--- config.mk ---
export PLATFORM = sky130hd
export DESIGN_NAME = i2s_stereo_tx
export DESIGN_NICKNAME = d
export VERILOG_FILES = /design/src/rtl/i2s_stereo_tx.sv
export SDC_FILE = /design/constraint.sdc
export NUM_CORES = 1
export LEC_CHECK = 0
export CAP_MARGIN = 10
export CORE_UTILIZATION = 60
export CTS_BUF_LIST = sky130_fd_sc_hd__clkbuf_2
export CTS_CLUSTER_DIAMETER = 40
export DETAILED_ROUTE_END_ITERATION = 12
export PLACE_DENSITY = 0.78
export SLEW_MARGIN = 20
export SYNTH_ARGS = -nofsm -noshare
export SYNTH_HDL_FRONTEND = slang
export SYNTH_SLANG_ARGS = --single-unit
--- constraint.sdc ---
create_clock -name clk -period 11.73 [get_ports clk]
set_clock_uncertainty 0.15 [all_clocks]
set_input_delay 2.346 -clock clk [delete_from_list [all_inputs] [get_ports clk]]
set_output_delay 2.346 -clock clk [all_outputs]
set_load 0.02 [all_outputs]
--- src/rtl/i2s_stereo_tx.sv ---
// rtl/i2s_stereo_tx.sv - stereo I2S / left-justified transmitter with a one-deep sample holding buffer
// Frames are rebuilt into a shift register at each frame load; dac is its MSB.
module i2s_stereo_tx #(
  parameter int SAMPLE_WIDTH   = 16,
  parameter int SLOT_WIDTH     = 32,
  parameter int SCLK_DIV       = 4,
  parameter int LEFT_JUSTIFIED = 0,
  parameter int UNDERRUN_HOLD  = 1
) (
  input  logic                    clk,
  input  logic                    reset,
  input  logic [SAMPLE_WIDTH-1:0] sample_l,
  input  logic [SAMPLE_WIDTH-1:0] sample_r,
  input  logic                    sample_valid,
  output logic                    sample_ready,
  output logic                    sclk,
  output logic                    lrck,
  output logic                    dac,
  output logic                    frame_start,
  output logic                    underrun
);

  localparam int FRAME_BITS = 2 * SLOT_WIDTH;
  localparam int DIV_W      = (SCLK_DIV > 2) ? $clog2(SCLK_DIV) : 1;
  localparam int BIT_W      = $clog2(FRAME_BITS);

  localparam logic [DIV_W-1:0] DIV_LAST = DIV_W'(SCLK_DIV - 1);
  localparam logic [DIV_W-1:0] DIV_HALF = DIV_W'(SCLK_DIV / 2);
  localparam logic [BIT_W-1:0] BIT_LAST = BIT_W'(FRAME_BITS - 1);
  localparam logic [BIT_W-1:0] LR_LO    =
    BIT_W'((LEFT_JUSTIFIED != 0) ? SLOT_WIDTH : SLOT_WIDTH - 1);

  if ((SCLK_DIV < 2) || ((SCLK_DIV % 2) != 0)) begin : g_bad_div
    $error("i2s_stereo_tx: SCLK_DIV must be even and >= 2");
  end
  if ((SAMPLE_WIDTH < 1) || (SAMPLE_WIDTH > SLOT_WIDTH)) begin : g_bad_width
    $error("i2s_stereo_tx: SAMPLE_WIDTH must be in 1..SLOT_WIDTH");
  end

  logic [DIV_W-1:0]        div_q, div_d;
  logic [BIT_W-1:0]        bit_q, bit_d;
  logic [SAMPLE_WIDTH-1:0] act_l_q, act_l_d, act_r_q, act_r_d;
  logic [SAMPLE_WIDTH-1:0] hold_l_q, hold_r_q;
  logic                    hold_full_q, hold_full_d;
  logic [FRAME_BITS-1:0]   frame_q, frame_d;
  logic [SLOT_WIDTH-1:0]   slot_l, slot_r;
  logic                    sclk_q, sclk_d;
  logic                    lrck_q, lrck_d;
  logic                    underrun_q, underrun_d;
  logic                    tick, load, accept;

  always_comb begin
    tick        = (div_q == DIV_LAST);
    load        = tick && (bit_q == BIT_LAST);
    accept      = sample_valid && !hold_full_q;
    div_d       = tick ? '0 : div_q + DIV_W'(1);
    bit_d       = bit_q;
    act_l_d     = act_l_q;
    act_r_d     = act_r_q;
    hold_full_d = hold_full_q;
    underrun_d  = 1'b0;

    if (load) begin
      bit_d = '0;
    end else if (tick) begin
      bit_d = bit_q + BIT_W'(1);
    end

    // The load only sees the registered flag: a same-cycle accept waits a frame.
    if (load) begin
      if (hold_full_q) begin
        act_l_d     = hold_l_q;
        act_r_d     = hold_r_q;
        hold_full_d = 1'b0;
      end else begin
        underrun_d = 1'b1;
        if (UNDERRUN_HOLD == 0) begin
          act_l_d = '0;
          act_r_d = '0;
        end
      end
    end
    if (accept) begin
      hold_full_d = 1'b1;
    end

    slot_l  = SLOT_WIDTH'(act_l_d) << (SLOT_WIDTH - SAMPLE_WIDTH);
    slot_r  = SLOT_WIDTH'(act_r_d) << (SLOT_WIDTH - SAMPLE_WIDTH);
    frame_d = frame_q;
    if (load) begin
      frame_d = {slot_l, slot_r};
    end else if (tick) begin
      frame_d = frame_q << 1;
    end

    sclk_d = (div_d >= DIV_HALF);
    if (LEFT_JUSTIFIED != 0) begin
      lrck_d = (bit_d >= LR_LO);
    end else begin
      lrck_d = (bit_d >= LR_LO) && (bit_d != BIT_LAST);
    end
  end

  always_ff @(posedge clk or posedge reset) begin
    if (reset) begin
      div_q       <= '0;
      bit_q       <= '0;
      act_l_q     <= '0;
      act_r_q     <= '0;
      hold_l_q    <= '0;
      hold_r_q    <= '0;
      hold_full_q <= 1'b0;
      frame_q     <= '0;
      sclk_q      <= 1'b0;
      lrck_q      <= 1'b0;
      underrun_q  <= 1'b0;
    end else begin
      div_q       <= div_d;
      bit_q       <= bit_d;
      act_l_q     <= act_l_d;
      act_r_q     <= act_r_d;
      hold_full_q <= hold_full_d;
      frame_q     <= frame_d;
      sclk_q      <= sclk_d;
      lrck_q      <= lrck_d;
      underrun_q  <= underrun_d;
      if (accept) begin
        hold_l_q <= sample_l;
        hold_r_q <= sample_r;
      end
    end
  end

  assign sample_ready = !hold_full_q;
  assign sclk         = sclk_q;
  assign lrck         = lrck_q;
  assign dac          = frame_q[FRAME_BITS-1];
  assign underrun     = underrun_q;
  assign frame_start  = !reset && (div_q == '0) && (bit_q == '0);

endmodule

==> out/qor.csv, run 1 <==
metric,value,unit
status,"complete, no violations",
Max H-tree Level,4,
post-synthesis mux area share,0.3091,
Final Setup Violations,0,
Clock Sinks,123,
area fraction of the dominant cell type after synthesis,0.5538,
via count,3137,
worst-margin pin slew,0.7883,ns
worst hold slack,0.3424,ns
first-pass detailed-route iteration total,6,
combinational family with the most area after synthesis,multiplexers,
DR WL/cell,15.13,um
syn_nets,455,
simple logic cell fraction of the synthesized area,0.03715,
max cap viols,0,
maximum clock frequency,156.9,MHz
Max Transition Viols Final,0,
CTS max path bufs,2,
I/O pin total,41,
Mean Syn Cell Area,13.39,um2
post-synth cell types,33,
Worst Setup End Kind,output port,
DR iter-0 viols,115,
core area,8848,um2
global-route wire length before repair,15460,um
CP required,9.23,ns
Compound-Gate Fraction of Synth Area,0.02476,
unrepaired setup endpoints after global routing,false,
Post-Route WL,8699,um
Max VDD drop,0.09074,mV
Tcrit/Tclk final,0.5433,
Startpoint Class,input port,
share of post-route cells with drive strength above 1,0.2420,
Final Hold Fails,0,
Pwr Total,0.7632,mW
Final Util,0.7042,
Cell Count Post-Placement,543,
Final min period,6.372,ns
Worst EP arrival,3.88,ns
Mapped Area,5558,um2
Yosys warning total,0,
sequential area share after synthesis,0.5538,
cell area power density,122.5,nW/um2
"FF+latch count, synth",123,
ant diodes,0,
Worst Hold Class,reg -> reg,
P_leak,2.934,nW
setup tns final,0,ns
largest net degree at the start of global routing,85,
DR vias/cell,5.456,
hpwl dp,5361,um
"Reg clk slew, reported paths",0.18,ns
DRC viols,0,
Post-CTS Resized,0,
clock root buffer,clkbuf_2,
GR Overflow Total,0,
initial antenna violation count,0,
total CTS buffers,17,
Post-Synth Adder-Cell Area,0.01126,
xor/xnor share of the synthesized area,0.009455,
fin area,6231,um2
fin nets,494,
vias in the first global route,3417,
Area growth syn-to-layout,12.11,%
CP Max Fanout,2,
Die X,98.25,um
Max-slew headroom,0.4721,
Initial Util,0.6281,
"area leader, netlist",dfrtp_1,
# fillers,653,
Placer Congestion,0.7585,
# rows,34,
clock latency on the worst-skew pair,0.64,ns
area of the multi-input gates,2182,um2
instance area at placement,5983,um2
Non-Filler Instances,575,
CTS tree,built,
final setup margin,5.358,ns
Die Height,98.25,um
GRT Resource Usage Total,0.2069,
CP Class,in -> out,
Post-CTS Setup Bufs,0,
Reg area,3079,um2
ranking of synthesized cells by area,"dfrtp_1 (55%), mux2_2 (14%), mux2i_1 (10%), mux2_1 (6.3%), inv_1 (2.6%)",
Post-DRT Antenna Nets,0,
Mapped Cells,415,
Die ar.,9652,um2
I/O Buffers,40,
cts hold-fix bufs,0,
post-place setup slack,5.358,ns
## Yosys cell counts (all sizes together)
library cell    n
nor4            1
clkbuf          5
nand2          19
o21a            1
and3b           1
a31oi           1
o21ai           3
o22ai          16
nor4b           1
ha              5
nor3            1
nand4           2
mux2i          58
mux2          101
xnor2           2
nor2b           1
inv            39
xor2            4
and3            1
buf            20
dfrtp         123
a21oi           1
nand3           3
or3             1
nor2            5
## flip-flops by register name, indices dropped and copies added (netlist names)
register / count
act_r_q: 16
underrun: 1
lrck: 1
hold_full_q: 1
frame_q: 48
hold_l_q: 16
act_l_q: 16
div_q: 2
bit_q: 6
hold_r_q: 16
## cell families (layout without fill, tap and decap cells)
| group | Yosys count | count (layout) |
|---|---|---|
| XOR/XNOR | 6 | 6 |
| AO/OA/AOI/OAI | 22 | 22 |
| flip-flops | 123 | 123 |
| buffers and inverters | 64 | 116 |
| multiplexers | 159 | 159 |
| AND/OR/NAND/NOR | 36 | 36 |
| adder cells (fa/ha/maj) | 5 | 5 |
## final cells by class
class                      instances  area share
clock inverter                    14     0.02470
inverter                          39     0.02390
multi-input combinational        228      0.3502
sequential                       123      0.4942
timing repair buffer              45     0.07088
clock buffer                      18     0.01446
tap                              108     0.02169
## per-layer routing
metal,up-vias,GRT usage,share of wire
li1,1508,-,-
met1,1570,0.2522,0.46
met2,46,0.3510,0.49
met3,13,0.05440,0.029
met4,0,0.08496,0.017
met5,-,0,0
## worst max-delay path, cell delays in order
cell	delay, ns
clkdlybuf4s50_1	0.46
nor4b_1	0.28
and3_1	0.20
clkdlybuf4s50_1	0.59
## cell usage in the layout (no fill, tap or decap), types with 16 or more instances in the layout
master and instances:
clkdlybuf4s50_1 40, dfrtp_1 122, nand2_1 18, mux2_2 70
o22ai_1 16, mux2i_1 58, inv_1 38, mux2_1 31
clkbuf_2 18
## path summary, 6_finish.rpt
kind,depth (start not counted),slack [ns],endpoint,from
worst min-delay path,1,0.34,div_q[0],div_q[0]
min in group asynchronous,2,1.92,bit_q[3],reset
max in group asynchronous,3,8.38,hold_full_q,reset
worst max-delay path,4,5.36,frame_start,reset
worst min register to register,1,0.34,div_q[0],div_q[0]
worst max register to register,6,8.77,act_r_q[13],div_q[1]
## report_power, final
| part | internal [mW] | switching [mW] |
|---|---|---|
| clock network | 0.116 | 0.153 |
| registers | 0.439 | 0.0104 |
| logic | 0.0284 | 0.0167 |
No activity file was read; power rests on OpenSTA's default activity.
==> run 2: changes to the inputs <==
==> constraint.sdc (replaced) <==
create_clock -name clk -period 6.3 [get_ports clk]
set_clock_uncertainty 0.15 [all_clocks]
set_input_delay 1.26 -clock clk [delete_from_list [all_inputs] [get_ports clk]]
set_output_delay 1.26 -clock clk [all_outputs]
set_load 0.02 [all_outputs]
==> out/qor.csv, run 2 (synthesis results as in run 1) <==
metric,value,unit,change
fin nets,493,,-0.20%
Largest register FFs,48,,unchanged
global-route wire length before repair,15550,um,+0.54%
CTS tree,built,,
DR iter-0 viols,151,,+31%
setup tns final,0,ns,unchanged
Max Transition Viols Final,0,,unchanged
Max H-tree Level,4,,unchanged
# rows,34,,unchanged
Worst Hold Class,reg -> reg,,
instance area at placement,5976,um2,-0.13%
Area growth syn-to-layout,11.53,%,
DRC viols,1,,+1
initial antenna violation count,0,,unchanged
# fillers,639,,-2.1%
Initial Util,0.6281,,unchanged
Worst Setup End Kind,output port,,
ant diodes,0,,unchanged
failing checks,design-rule violations,,
I/O pin total,41,,unchanged
cell area power density,223.5,nW/um2,+82%
vias in the first global route,3417,,unchanged
Post-Route WL,8759,um,+0.69%
CP required,4.89,ns,-4.34 ns
Die ar.,9652,um2,unchanged
Clock Sinks,123,,unchanged
Max VDD drop,0.1586,mV,+75%
Post-DRT Antenna Nets,0,,unchanged
Post-CTS Setup Bufs,0,,unchanged
Die Height,98.25,um,unchanged
via count,3138,,+0.032%
Final Hold Fails,0,,unchanged
final setup margin,2.081,ns,-3.277 ns
Tcrit/Tclk final,0.6697,,
status,"complete, but fails checks",,
CP Class,in -> out,,
unrepaired setup endpoints after global routing,false,,
fin area,6198,um2,-0.52%
hpwl dp,5311,um,-0.93%
Max-slew headroom,0.3234,,-0.1487
I/O Buffers,40,,unchanged
cts hold-fix bufs,0,,unchanged
post-place setup slack,2.099,ns,-3.259 ns
maximum clock frequency,237.0,MHz,
Placer Congestion,0.7648,,+0.83%
DR WL/cell,15.26,um,+0.87%
share of post-route cells with drive strength above 1,0.2403,,-0.001627
worst hold slack,0.3432,ns,+0.0008430 ns
total CTS buffers,17,,unchanged
Startpoint Class,input port,,
GR Overflow Total,0,,unchanged
Final min period,4.219,ns,
clock latency on the worst-skew pair,0.65,ns,about the same
clock root buffer,clkbuf_2,,
first-pass detailed-route iteration total,11,,+5
"Most flops, register",frame_q,,
most frequent cells in the layout,"dfrtp_1 (122), mux2_2 (70), mux2i_1 (58)",,
"most common cell after layout, fill and taps aside",dfrtp_1,,
CTS max path bufs,2,,unchanged
core area,8848,um2,unchanged
Post-CTS Resized,0,,unchanged
GRT Resource Usage Total,0.2065,,-0.0003736
Die X,98.25,um,unchanged
max cap viols,0,,unchanged
largest net degree at the start of global routing,86,,+1.2%
"Reg clk slew, reported paths",0.18,ns,about the same
P_leak,2.911,nW,-0.79%
worst-margin pin slew,1.015,ns,+0.2266 ns
DR vias/cell,5.467,,+0.21%
Final Setup Violations,0,,unchanged
Worst EP arrival,2.81,ns,-1.07 ns
CP Max Fanout,2,,unchanged
-- run 2: changes by cell type in the layout (fill, tap and decap cells not counted), sizes merged --
cell,change
clkinvlp,+2
bufinv,-1
buf,-1
clkinv,-1
-- run 2: metal layers --
layer	vias up	GRT usage	routed length [um]
met4	0	0.05970	87
met3	9	0.06729	285
met1	1583	0.2482	3984
li1	1501	-	-
met5	-	0	0
met2	45	0.3564	4402
-- run 2: where the power goes --
part	switching (mW)	internal, mW	leakage, nW
combinational	0.0310	0.0526	1.15
sequential	0.0191	0.817	1.64
clock	0.290	0.176	0.128
-- run 2: final cells by class --
class	count	area, um2	area share
clock buffer	18	90.09	0.01453
clock inverter	14	130.1	0.02099
inverter	39	151.4	0.02442
multi-input combinational	228	2182	0.3520
sequential	123	3079	0.4968
tap	108	135.1	0.02180
timing repair buffer	44	430.4	0.06944
-- run 2: worst paths after layout --
check	slack, ns	from	to	depth (start not counted)
max	2.08	reset	frame_start	4
min	0.34	div_q[0]	div_q[0]	1
max reg2reg	3.30	div_q[1]	act_l_q[6]	6
min reg2reg	0.34	div_q[0]	div_q[0]	1
max in group asynchronous	3.98	reset	frame_q[45]	3
min in group asynchronous	0.98	reset	div_q[1]	2
-- run 2: worst max-delay path, cell delays in order --
cell and delay (ns):
clkdlybuf4s50_1 0.49, nor4b_1 0.26, and3_1 0.20, clkdlybuf4s50_1 0.59
-- run 2: stage by stage --
step	utilization	power (mW)	std cells
6_report	0.7005	1.385	574
5_1_grt	0.7005	1.446	574
4_1_cts	0.7002	1.402	574
3_5_place_dp	0.6753	0.9363	542
3_3_place_gp	0.6753	0.9319	542
2_1_floorplan	-	0.8975	415
